$ cat src/rtl/ata_pio_arb_pkg.sv
// Shared types and constants for the two-requester ATA PIO arbiter.
// The optional watchdog is enabled by defining ATA_PIO_ARB_TIMEOUT_EN.
package ata_pio_arb_pkg;

    typedef enum logic [1:0] {
        ST_IDLE = 2'd0,
        ST_BUSY = 2'd1,
        ST_DONE = 2'd2
    } arb_state_t;

    localparam logic REQ0_IDX = 1'b0;
    localparam logic REQ1_IDX = 1'b1;

    localparam int DEF_TO_WIDTH  = 8;
    localparam int DEF_TO_CYCLES = 200;

    // Round-robin pick: a lone request wins outright; on a tie the requester
    // that was not granted last wins.
    function automatic logic rr_pick(input logic sel0, input logic sel1, input logic last);
        logic pick;
        if (sel0 && sel1) begin
            pick = ~last;
        end else if (sel1) begin
            pick = REQ1_IDX;
        end else begin
            pick = REQ0_IDX;
        end
        return pick;
    endfunction

endpackage

$ cat src/rtl/ata_pio_arb_wdog.sv
// BUSY-phase watchdog for ata_pio_arbiter; only instantiated when
// ATA_PIO_ARB_TIMEOUT_EN is defined.
module ata_pio_arb_wdog #(
    parameter int TO_WIDTH  = 8,
    parameter int TO_CYCLES = 200
) (
    input  logic CLK_I,
    input  logic RST_I,
    input  logic clear,
    input  logic enable,
    output logic expired
);

    logic [TO_WIDTH-1:0] count;

    // count holds the number of BUSY cycles already completed, so the
    // TO_CYCLES-th BUSY cycle is the one that sees TO_CYCLES-1.
    assign expired = enable && (count == TO_WIDTH'(TO_CYCLES - 1));

    always_ff @(posedge CLK_I or posedge RST_I) begin
        if (RST_I) begin
            count <= '0;
        end else if (clear) begin
            count <= '0;
        end else if (enable && !expired) begin
            count <= count + TO_WIDTH'(1);
        end
    end

endmodule

$ cat src/rtl/ata_pio_arbiter.sv
// Two-requester round-robin front end for a single ATA PIO engine.
// Define ATA_PIO_ARB_TIMEOUT_EN to abort transfers the engine never acknowledges.
module ata_pio_arbiter
    import ata_pio_arb_pkg::*;
#(
    parameter int TO_WIDTH  = DEF_TO_WIDTH,
    parameter int TO_CYCLES = DEF_TO_CYCLES
) (
    input  logic        CLK_I,
    input  logic        RST_I,
    input  logic        REQ0_SEL,
    input  logic        REQ0_WE,
    input  logic [3:0]  REQ0_ADR,
    input  logic [15:0] REQ0_DAT,
    output logic        REQ0_ACK,
    output logic        REQ0_ERR,
    output logic [15:0] REQ0_Q,
    input  logic        REQ1_SEL,
    input  logic        REQ1_WE,
    input  logic [3:0]  REQ1_ADR,
    input  logic [15:0] REQ1_DAT,
    output logic        REQ1_ACK,
    output logic        REQ1_ERR,
    output logic [15:0] REQ1_Q,
    output logic        PIOsel,
    input  logic        PIOack,
    output logic        PIOwe,
    output logic [3:0]  PIOadr,
    output logic [15:0] PIOd,
    input  logic [15:0] PIOq,
    output logic        BUSY_O,
    output arb_state_t  state_dbg
);

    if (TO_CYCLES < 1 || TO_CYCLES >= (2 ** TO_WIDTH)) begin : g_bad_cfg
        $error("ata_pio_arbiter: TO_CYCLES must lie in [1, 2**TO_WIDTH)");
    end

    // Handshake: a requester raises SEL with a stable command and holds it
    // until it sees a one-cycle ACK (done, Q valid) or ERR (aborted); the
    // engine sees PIOsel held with a stable command until its one-cycle PIOack.
    arb_state_t  state;
    logic        grant;
    logic        last_grant;
    logic [15:0] q_reg;
    logic [1:0]  err_r;
    logic        expired;
    logic        pick;
    logic        take;

    assign pick = rr_pick(REQ0_SEL, REQ1_SEL, last_grant);
    // The abort cycle is skipped so a requester still holding SEL while it
    // observes ERR is not immediately re-granted.
    assign take = (state == ST_IDLE) && (REQ0_SEL || REQ1_SEL) && (err_r == 2'b00);

    assign BUSY_O    = (state != ST_IDLE);
    assign state_dbg = state;
    assign REQ0_Q    = q_reg;
    assign REQ1_Q    = q_reg;

`ifdef ATA_PIO_ARB_TIMEOUT_EN
    ata_pio_arb_wdog #(
        .TO_WIDTH  (TO_WIDTH),
        .TO_CYCLES (TO_CYCLES)
    ) u_wdog (
        .CLK_I   (CLK_I),
        .RST_I   (RST_I),
        .clear   (take),
        .enable  (state == ST_BUSY),
        .expired (expired)
    );
    assign REQ0_ERR = err_r[0];
    assign REQ1_ERR = err_r[1];
`else
    assign expired  = 1'b0;
    assign REQ0_ERR = 1'b0;
    assign REQ1_ERR = 1'b0;
`endif

    always_ff @(posedge CLK_I or posedge RST_I) begin
        if (RST_I) begin
            state      <= ST_IDLE;
            grant      <= REQ0_IDX;
            last_grant <= REQ1_IDX;
            q_reg      <= '0;
            err_r      <= '0;
            REQ0_ACK   <= 1'b0;
            REQ1_ACK   <= 1'b0;
            PIOsel     <= 1'b0;
            PIOwe      <= 1'b0;
            PIOadr     <= '0;
            PIOd       <= '0;
        end else begin
            REQ0_ACK <= 1'b0;
            REQ1_ACK <= 1'b0;
            err_r    <= '0;
            case (state)
                ST_IDLE: begin
                    if (take) begin
                        grant  <= pick;
                        PIOwe  <= (pick == REQ1_IDX) ? REQ1_WE  : REQ0_WE;
                        PIOadr <= (pick == REQ1_IDX) ? REQ1_ADR : REQ0_ADR;
                        PIOd   <= (pick == REQ1_IDX) ? REQ1_DAT : REQ0_DAT;
                        PIOsel <= 1'b1;
                        state  <= ST_BUSY;
                    end
                end
                ST_BUSY: begin
                    // A PIOack landing in the expiry cycle still completes normally.
                    if (PIOack) begin
                        q_reg    <= PIOq;
                        PIOsel   <= 1'b0;
                        REQ0_ACK <= (grant == REQ0_IDX);
                        REQ1_ACK <= (grant == REQ1_IDX);
                        state    <= ST_DONE;
                    end else if (expired) begin
                        PIOsel     <= 1'b0;
                        err_r[0]   <= (grant == REQ0_IDX);
                        err_r[1]   <= (grant == REQ1_IDX);
                        last_grant <= grant;
                        state      <= ST_IDLE;
                    end
                end
                ST_DONE: begin
                    last_grant <= grant;
                    state      <= ST_IDLE;
                end
                default: begin
                    PIOsel <= 1'b0;
                    state  <= ST_IDLE;
                end
            endcase
        end
    end

endmodule

$ cat config.mk
export PLATFORM = sky130hd
export DESIGN_NAME = ata_pio_arbiter
export DESIGN_NICKNAME = d
export VERILOG_FILES = /design/src/rtl/ata_pio_arb_pkg.sv /design/src/rtl/ata_pio_arb_wdog.sv /design/src/rtl/ata_pio_arbiter.sv
export SDC_FILE = /design/constraint.sdc
export NUM_CORES = 1
export LEC_CHECK = 0
export ABC_AREA = 1
export ABC_CLOCK_PERIOD_IN_PS = 1400
export CAP_MARGIN = 20
export CELL_PAD_IN_SITES_DETAIL_PLACEMENT = 1
export CELL_PAD_IN_SITES_GLOBAL_PLACEMENT = 1
export CORE_MARGIN = 3
export CORE_UTILIZATION = 23
export CTS_CLUSTER_SIZE = 24
export DETAILED_ROUTE_END_ITERATION = 6
export MAX_ROUTING_LAYER = met4
export PLACE_DENSITY = 0.72
export SYNTH_ARGS = -nofsm -noshare
export SYNTH_HDL_FRONTEND = slang
export SYNTH_SLANG_ARGS = --single-unit
$ cat constraint.sdc
create_clock -name CLK_I -period 1.4 [get_ports CLK_I]
set_clock_uncertainty 0.15 [all_clocks]
set_input_delay 0.28 -clock CLK_I [delete_from_list [all_inputs] [get_ports CLK_I]]
set_output_delay 0.28 -clock CLK_I [all_outputs]
set_load 0.05 [all_outputs]
==> qor.yml, run 1 <==
synthFlopType: "dfrtp_1"
fp.dieW_microns: 104
synth_warnings: 0
grt_max_degree: 19
fin_util_pct: 48.0
power_density_nw_per_um2: 2690
fin_cells: 551
finalMaxSlewViolations: 0
seq_power_share_pct: 23.4
finalHoldViolCount: 0
place_ws_ns: -0.273
coreArea_sq_um: 9280
period_needed_ns: 1.46
cts_buffer_depth: 2
num_rows: 35
status: "finished with violations"
die_h_microns: 104
rsz0062_at_grt: "yes"
fin_area_sq_um: 4460
share_comb_of_total_power_pct: 69.5
yosysSeqAreaShare_pct: 50.1
ys_top_cells_by_area: "dfrtp_1, nand2_1, nand3_1, inv_1, buf_4"
vdd_ir_drop_max_mv: 0.905
synth_area_per_cell_sq_um: 7.43
netSwitchingFraction_pct: 47.3
start_kind: "flop"
grtUsageTotal_pct: 14.2
worstPathMaxFanout: 5
syn-cell-area_sq_um: 2200
power_leakage_nw: 2.23
cts_tree: "yes"
root_buffer: "clkbuf_8"
h-tree-depth: 2
drive_above_1_share_pct: 29.4
synth_top_area_share_pct: 48.9
clkPwrFrac_pct: 7.2
cts_sinks: 44
grt_pass1_vias: 2480
r2r-end: "grant"
n_antenna_cell: 0
postPlaceCellArea_sq_um: 4180
reg2reg_slack_ns: 0.01
dp_cells: 536
ys_ff_latch: 44
final-setup-viol-count: 3
dieArea_sq_um: 10800
hp-class: "in -> async"
dp_hpwl_microns: 5980
synth_cells: 296
first_pass_iters: 3
startpoint: "state_dbg[1]"
layout_setup_ws_ns: -0.0631
place_congestion: 0.704
cp.arrival_ns: 1.03
port-buffer-count: 121
cp-end-kind: "output port"
synth_edf_count: 0
power_switching_mw: 5.67
nets: 484
ys_types: 17
numCtsBuffers: 5
max_clock_freq_ghz: 0.683
routedWlPerCell_microns: 13.8
viasPerCell: 4.14
syn2layout_area_growth_pct: 103
async_flop_share_pct: 100
rr_startpoint: "state_dbg[0]"
route.detailed.drc: 0
fill_cells: 1065
num_vias: 2283
drtIter0Drc: 26
overflow: 0
antenna_found_initial: 0
ctsHoldBuffers: 0
r2r_cells: 6
violations: "negative setup slack"
critPathKind: "reg -> out"
clock_latency_ns: 0.30
ant_nets: 0
power.internal_mw: 6.30
yosysTopAreaCell: "dfrtp_1"
start_util_pct: 23.7
io_pins: 124
fin_crit_sh_pct: 105
drv_cap: 0
path_clk_slew_ns: 0.09
grt_pass1_wl_microns: 12200
wl_microns: 7610
worstPathRequired_ns: 0.97
final cells by class:
cell class	instances	area, sq um	area share, %
clock buffer	6	82.6	1.85
clock inverter	2	13.8	0.309
inverter	47	185	4.16
multi-input combinational	176	774	17.4
sequential	44	1120	25.1
tap	129	161	3.62
timing repair buffer	147	2120	47.5
flip-flops by register name, summed over array words and instances (netlist names):
register / cells
state_dbg: 2
PIOsel: 1
REQ1_ACK: 1
PIOwe: 1
PIOadr: 4
grant: 1
last_grant: 1
REQ0_ACK: 1
REQ0_Q: 16
PIOd: 16
power by group through the flow:
stage | logic (mW) | registers [mW] | clock network [mW]
after floorplan | 2.29 | 4.27 | 0
after global placement | 7.94 | 2.76 | 0
after detailed placement | 8.05 | 2.79 | 0
after CTS | 8.17 | 2.78 | 0.894
after global routing | 8.72 | 2.90 | 0.943
final | 8.32 | 2.80 | 0.857
worst max-delay path by stage:
stage | endpoint | depth (start not counted)
after global placement | PIOd[10] | 7
after floorplan | PIOadr[0] | 6
after CTS | BUSY_O | 3
after detailed placement | PIOd[10] | 7
after global routing | BUSY_O | 3
final | BUSY_O | 3
cells by family (layout without fill, tap and decap cells):
| kind of cell | Yosys count | in the layout | share of synthesized area, % |
|---|---|---|---|
| other | 1 | 2 | 0.171 |
| buffers and inverters | 77 | 202 | 17.0 |
| AOI/OAI and AO/OA | 4 | 4 | 1.08 |
| and+or+nand+nor | 170 | 170 | 31.6 |
| DFF | 44 | 44 | 50.1 |
stage by stage:
step                power, mW  setup TNS [ns]  hold WS, ns
finish                   12.0          -0.164        0.111
global route             12.6           -2.13        0.108
CTS                      11.8          -0.214        0.110
detailed placement       10.8           -6.29        0.306
global placement         10.7           -4.60        0.292
floorplan                6.57         -0.0832        0.134
worst max-delay path, stage by stage, from the launching register on:
cell and delay, ns:
dfrtp_2 0.46, inv_2 0.08, nand2_4 0.05, buf_12 0.14
per-layer routing:
metal | GRT usage (%) | vias to the layer above | share of wire (%)
met2 | 25.5 | 80 | 52
met3 | 3.30 | 4 | 4.5
met4 | 2.47 | 0 | 0.53
li1 | - | 1107 | -
met1 | 16.5 | 1092 | 43
met5 | - | - | 0
Yosys cell counts, types with 2 or more instances:
| library cell | number |
|---|---|
| buf_2 | 7 |
| nand3_1 | 42 |
| buf_4 | 18 |
| dfrtp_1 | 43 |
| nor2_1 | 6 |
| o21ai_0 | 2 |
| nand2_1 | 120 |
| clkbuf_1 | 4 |
| inv_1 | 46 |
layout by cell type, fill, tap and decap left out, types with 2 or more instances in the layout:
cell             count
buf_12              63
buf_4               12
buf_6                7
clkbuf_16            2
clkbuf_8             6
clkdlybuf4s50_1     61
conb_1               2
dfrtp_1             29
dfrtp_2             14
inv_1               43
inv_4                2
nand2_1            117
nand2_2              2
nand2_4              2
nand3_1             38
nand3_2              4
nor2_1               4
nor2_2               2
o21ai_0              2
what timing repair did:
item | in CTS | in global routing
buffers inserted | 4 | 0
gates resized for setup | 5 | 30
pin swaps | 1 | 1
cloned | 0 | 3
endpoints found under the hold margin | 0 | 0
endpoints found under the setup margin | 6 | 62
Power figures use the tool's default switching activity.
==> run 2: changes to the inputs <==
--- a/config.mk
+++ b/config.mk
@@ -6,16 +6,16 @@
 export NUM_CORES = 1
 export LEC_CHECK = 0
 export ABC_AREA = 1
-export ABC_CLOCK_PERIOD_IN_PS = 1400
+export ABC_CLOCK_PERIOD_IN_PS = 1470
 export CAP_MARGIN = 20
 export CELL_PAD_IN_SITES_DETAIL_PLACEMENT = 1
 export CELL_PAD_IN_SITES_GLOBAL_PLACEMENT = 1
-export CORE_MARGIN = 3
-export CORE_UTILIZATION = 23
+export CORE_UTILIZATION = 26
 export CTS_CLUSTER_SIZE = 24
 export DETAILED_ROUTE_END_ITERATION = 6
 export MAX_ROUTING_LAYER = met4
-export PLACE_DENSITY = 0.72
+export PLACE_DENSITY = 0.77
+export REMOVE_ABC_BUFFERS = 1
 export SYNTH_ARGS = -nofsm -noshare
 export SYNTH_HDL_FRONTEND = slang
 export SYNTH_SLANG_ARGS = --single-unit
==> constraint.sdc (replaced) <==
create_clock -name CLK_I -period 1.47 [get_ports CLK_I]
set_clock_uncertainty 0.15 [all_clocks]
set_input_delay 0.294 -clock CLK_I [delete_from_list [all_inputs] [get_ports CLK_I]]
set_output_delay 0.294 -clock CLK_I [all_outputs]
set_load 0.05 [all_outputs]
==> qor.yml, run 2 (synthesis gave the netlist of run 1 again) <==
wl_microns: 7600  # -0.18%
final-setup-viol-count: 1  # -2
fin_area_sq_um: 4340  # -2.5%
dieArea_sq_um: 8830  # -18%
status: "finished with violations"
nets: 480  # -0.83%
first_pass_iters: 4  # +1
cp-end-kind: "output port"
worstPathMaxFanout: 2  # -3
cp.arrival_ns: 1.03  # about the same
place_congestion: 0.753  # +7.0%
h-tree-depth: 2  # unchanged
finalMaxSlewViolations: 0  # unchanged
antenna_found_initial: 0  # unchanged
fill_cells: 928  # -13%
drtIter0Drc: 54  # +110%
rsz0062_at_grt: "yes"
die_h_microns: 94.0  # -9.5%
grt_pass1_wl_microns: 12100  # -0.68%
grt_pass1_vias: 2467  # -0.52%
fin_util_pct: 52.9  # +4.9 points
num_vias: 2260  # -1.0%
port-buffer-count: 121  # unchanged
cts_tree: "yes"
syn2layout_area_growth_pct: 97.6
cts_buffer_depth: 2  # unchanged
start_util_pct: 26.8  # +3.1 points
cts_sinks: 44  # unchanged
drive_above_1_share_pct: 25.4  # -4.0 points
start_kind: "flop"
io_pins: 124  # unchanged
postPlaceCellArea_sq_um: 4120  # -1.3%
max_clock_freq_ghz: 0.677
fin_crit_sh_pct: 101
layout_setup_ws_ns: -0.00801  # +0.0551 ns
dp_cells: 509  # -5.0%
fp.dieW_microns: 94.0  # -9.5%
hold_ws_ns: 0.198  # +0.0865 ns
place_ws_ns: -0.303  # -0.0298 ns
overflow: 0  # unchanged
violations: "negative setup slack"
power_leakage_nw: 2.22  # -0.64%
worstPathRequired_ns: 1.03  # +0.06 ns
hp-class: "in -> async"
clock_latency_ns: 0.29  # about the same
critPathKind: "reg -> out"
period_needed_ns: 1.48
route.detailed.drc: 0  # unchanged
layout_commonest_cell: "nand2_1"
grt_max_degree: 25  # +6
root_buffer: "clkbuf_8"
viasPerCell: 4.32  # +4.3%
num_rows: 33  # -5.7%
final_cell_mix: "nand2_1, buf_12, clkdlybuf4s50_1"
n_antenna_cell: 0  # unchanged
power_density_nw_per_um2: 2610  # -2.8%
dp_hpwl_microns: 5870  # -1.9%
drv_cap: 0  # unchanged
grtUsageTotal_pct: 18.3  # +4.1 points
coreArea_sq_um: 8220  # -11%
vdd_ir_drop_max_mv: 1.16  # +28%
ant_nets: 0  # unchanged
finalHoldViolCount: 0  # unchanged
fin_cells: 523  # -5.1%
path_clk_slew_ns: 0.09  # about the same
numCtsBuffers: 5  # unchanged
routedWlPerCell_microns: 14.5  # +5.2%
==> run 2: area by class of cell <==
class	count	area, sq um	share of cell area (%)
clock buffer	5	68.8	1.58
clock inverter	3	42.5	0.979
inverter	47	179	4.12
multi-input combinational	176	762	17.5
sequential	44	1100	25.4
tap	105	131	3.02
timing repair buffer	143	2060	47.4
==> run 2: where the power goes <==
part           switching (mW)  internal (mW)  total, mW  leakage (nW)
registers               0.824           1.80       2.62         0.538
clock network           0.422          0.503      0.926        0.0541
logic                    4.12           3.69       7.80          1.63
==> run 2: path summary, 6_finish.rpt <==
kind | from | to | slack, ns | cells after the start
max in group asynchronous | RST_I | last_grant | 0.74 | 3
min in group CLK_I | grant | REQ0_ACK | 0.30 | 1
setup reg to reg | state_dbg[0] | PIOadr[3] | 0.03 | 7
hold reg to reg | grant | REQ0_ACK | 0.30 | 1
setup / recovery | state_dbg[0] | BUSY_O | -0.008 | 3
hold / removal | RST_I | PIOwe | 0.20 | 3
==> run 2: stage by stage <==
step / power [mW] / setup TNS (ns)
after global placement: 10.1 / -6.24
after floorplan: 5.81 / -20.99
after global routing: 11.9 / -0.555
after detailed placement: 10.2 / -7.29
after CTS: 11.3 / 0
final: 11.4 / -0.00801
==> run 2: what timing repair did <==
action                     4_1_cts  5_1_grt
hold endpoints to repair         0        0
resized for setup                4       12
pin swaps                        1        1
setup buffers                    5        0
hold buffers                     0        0
gates cloned                     0        1
setup endpoints to repair        5       40
==> run 2: worst max-delay path: stages, from the launching register on <==
cell     delay (ns)
dfrtp_2        0.44
inv_2          0.08
nand2_2        0.08
buf_12         0.15
==> run 2: per-layer routing <==
layer  wire [microns]  GRT usage (%)
met1             3000           20.8
met4               93           5.00
met3              246           2.27
met5                0              -
met2             4260           33.8
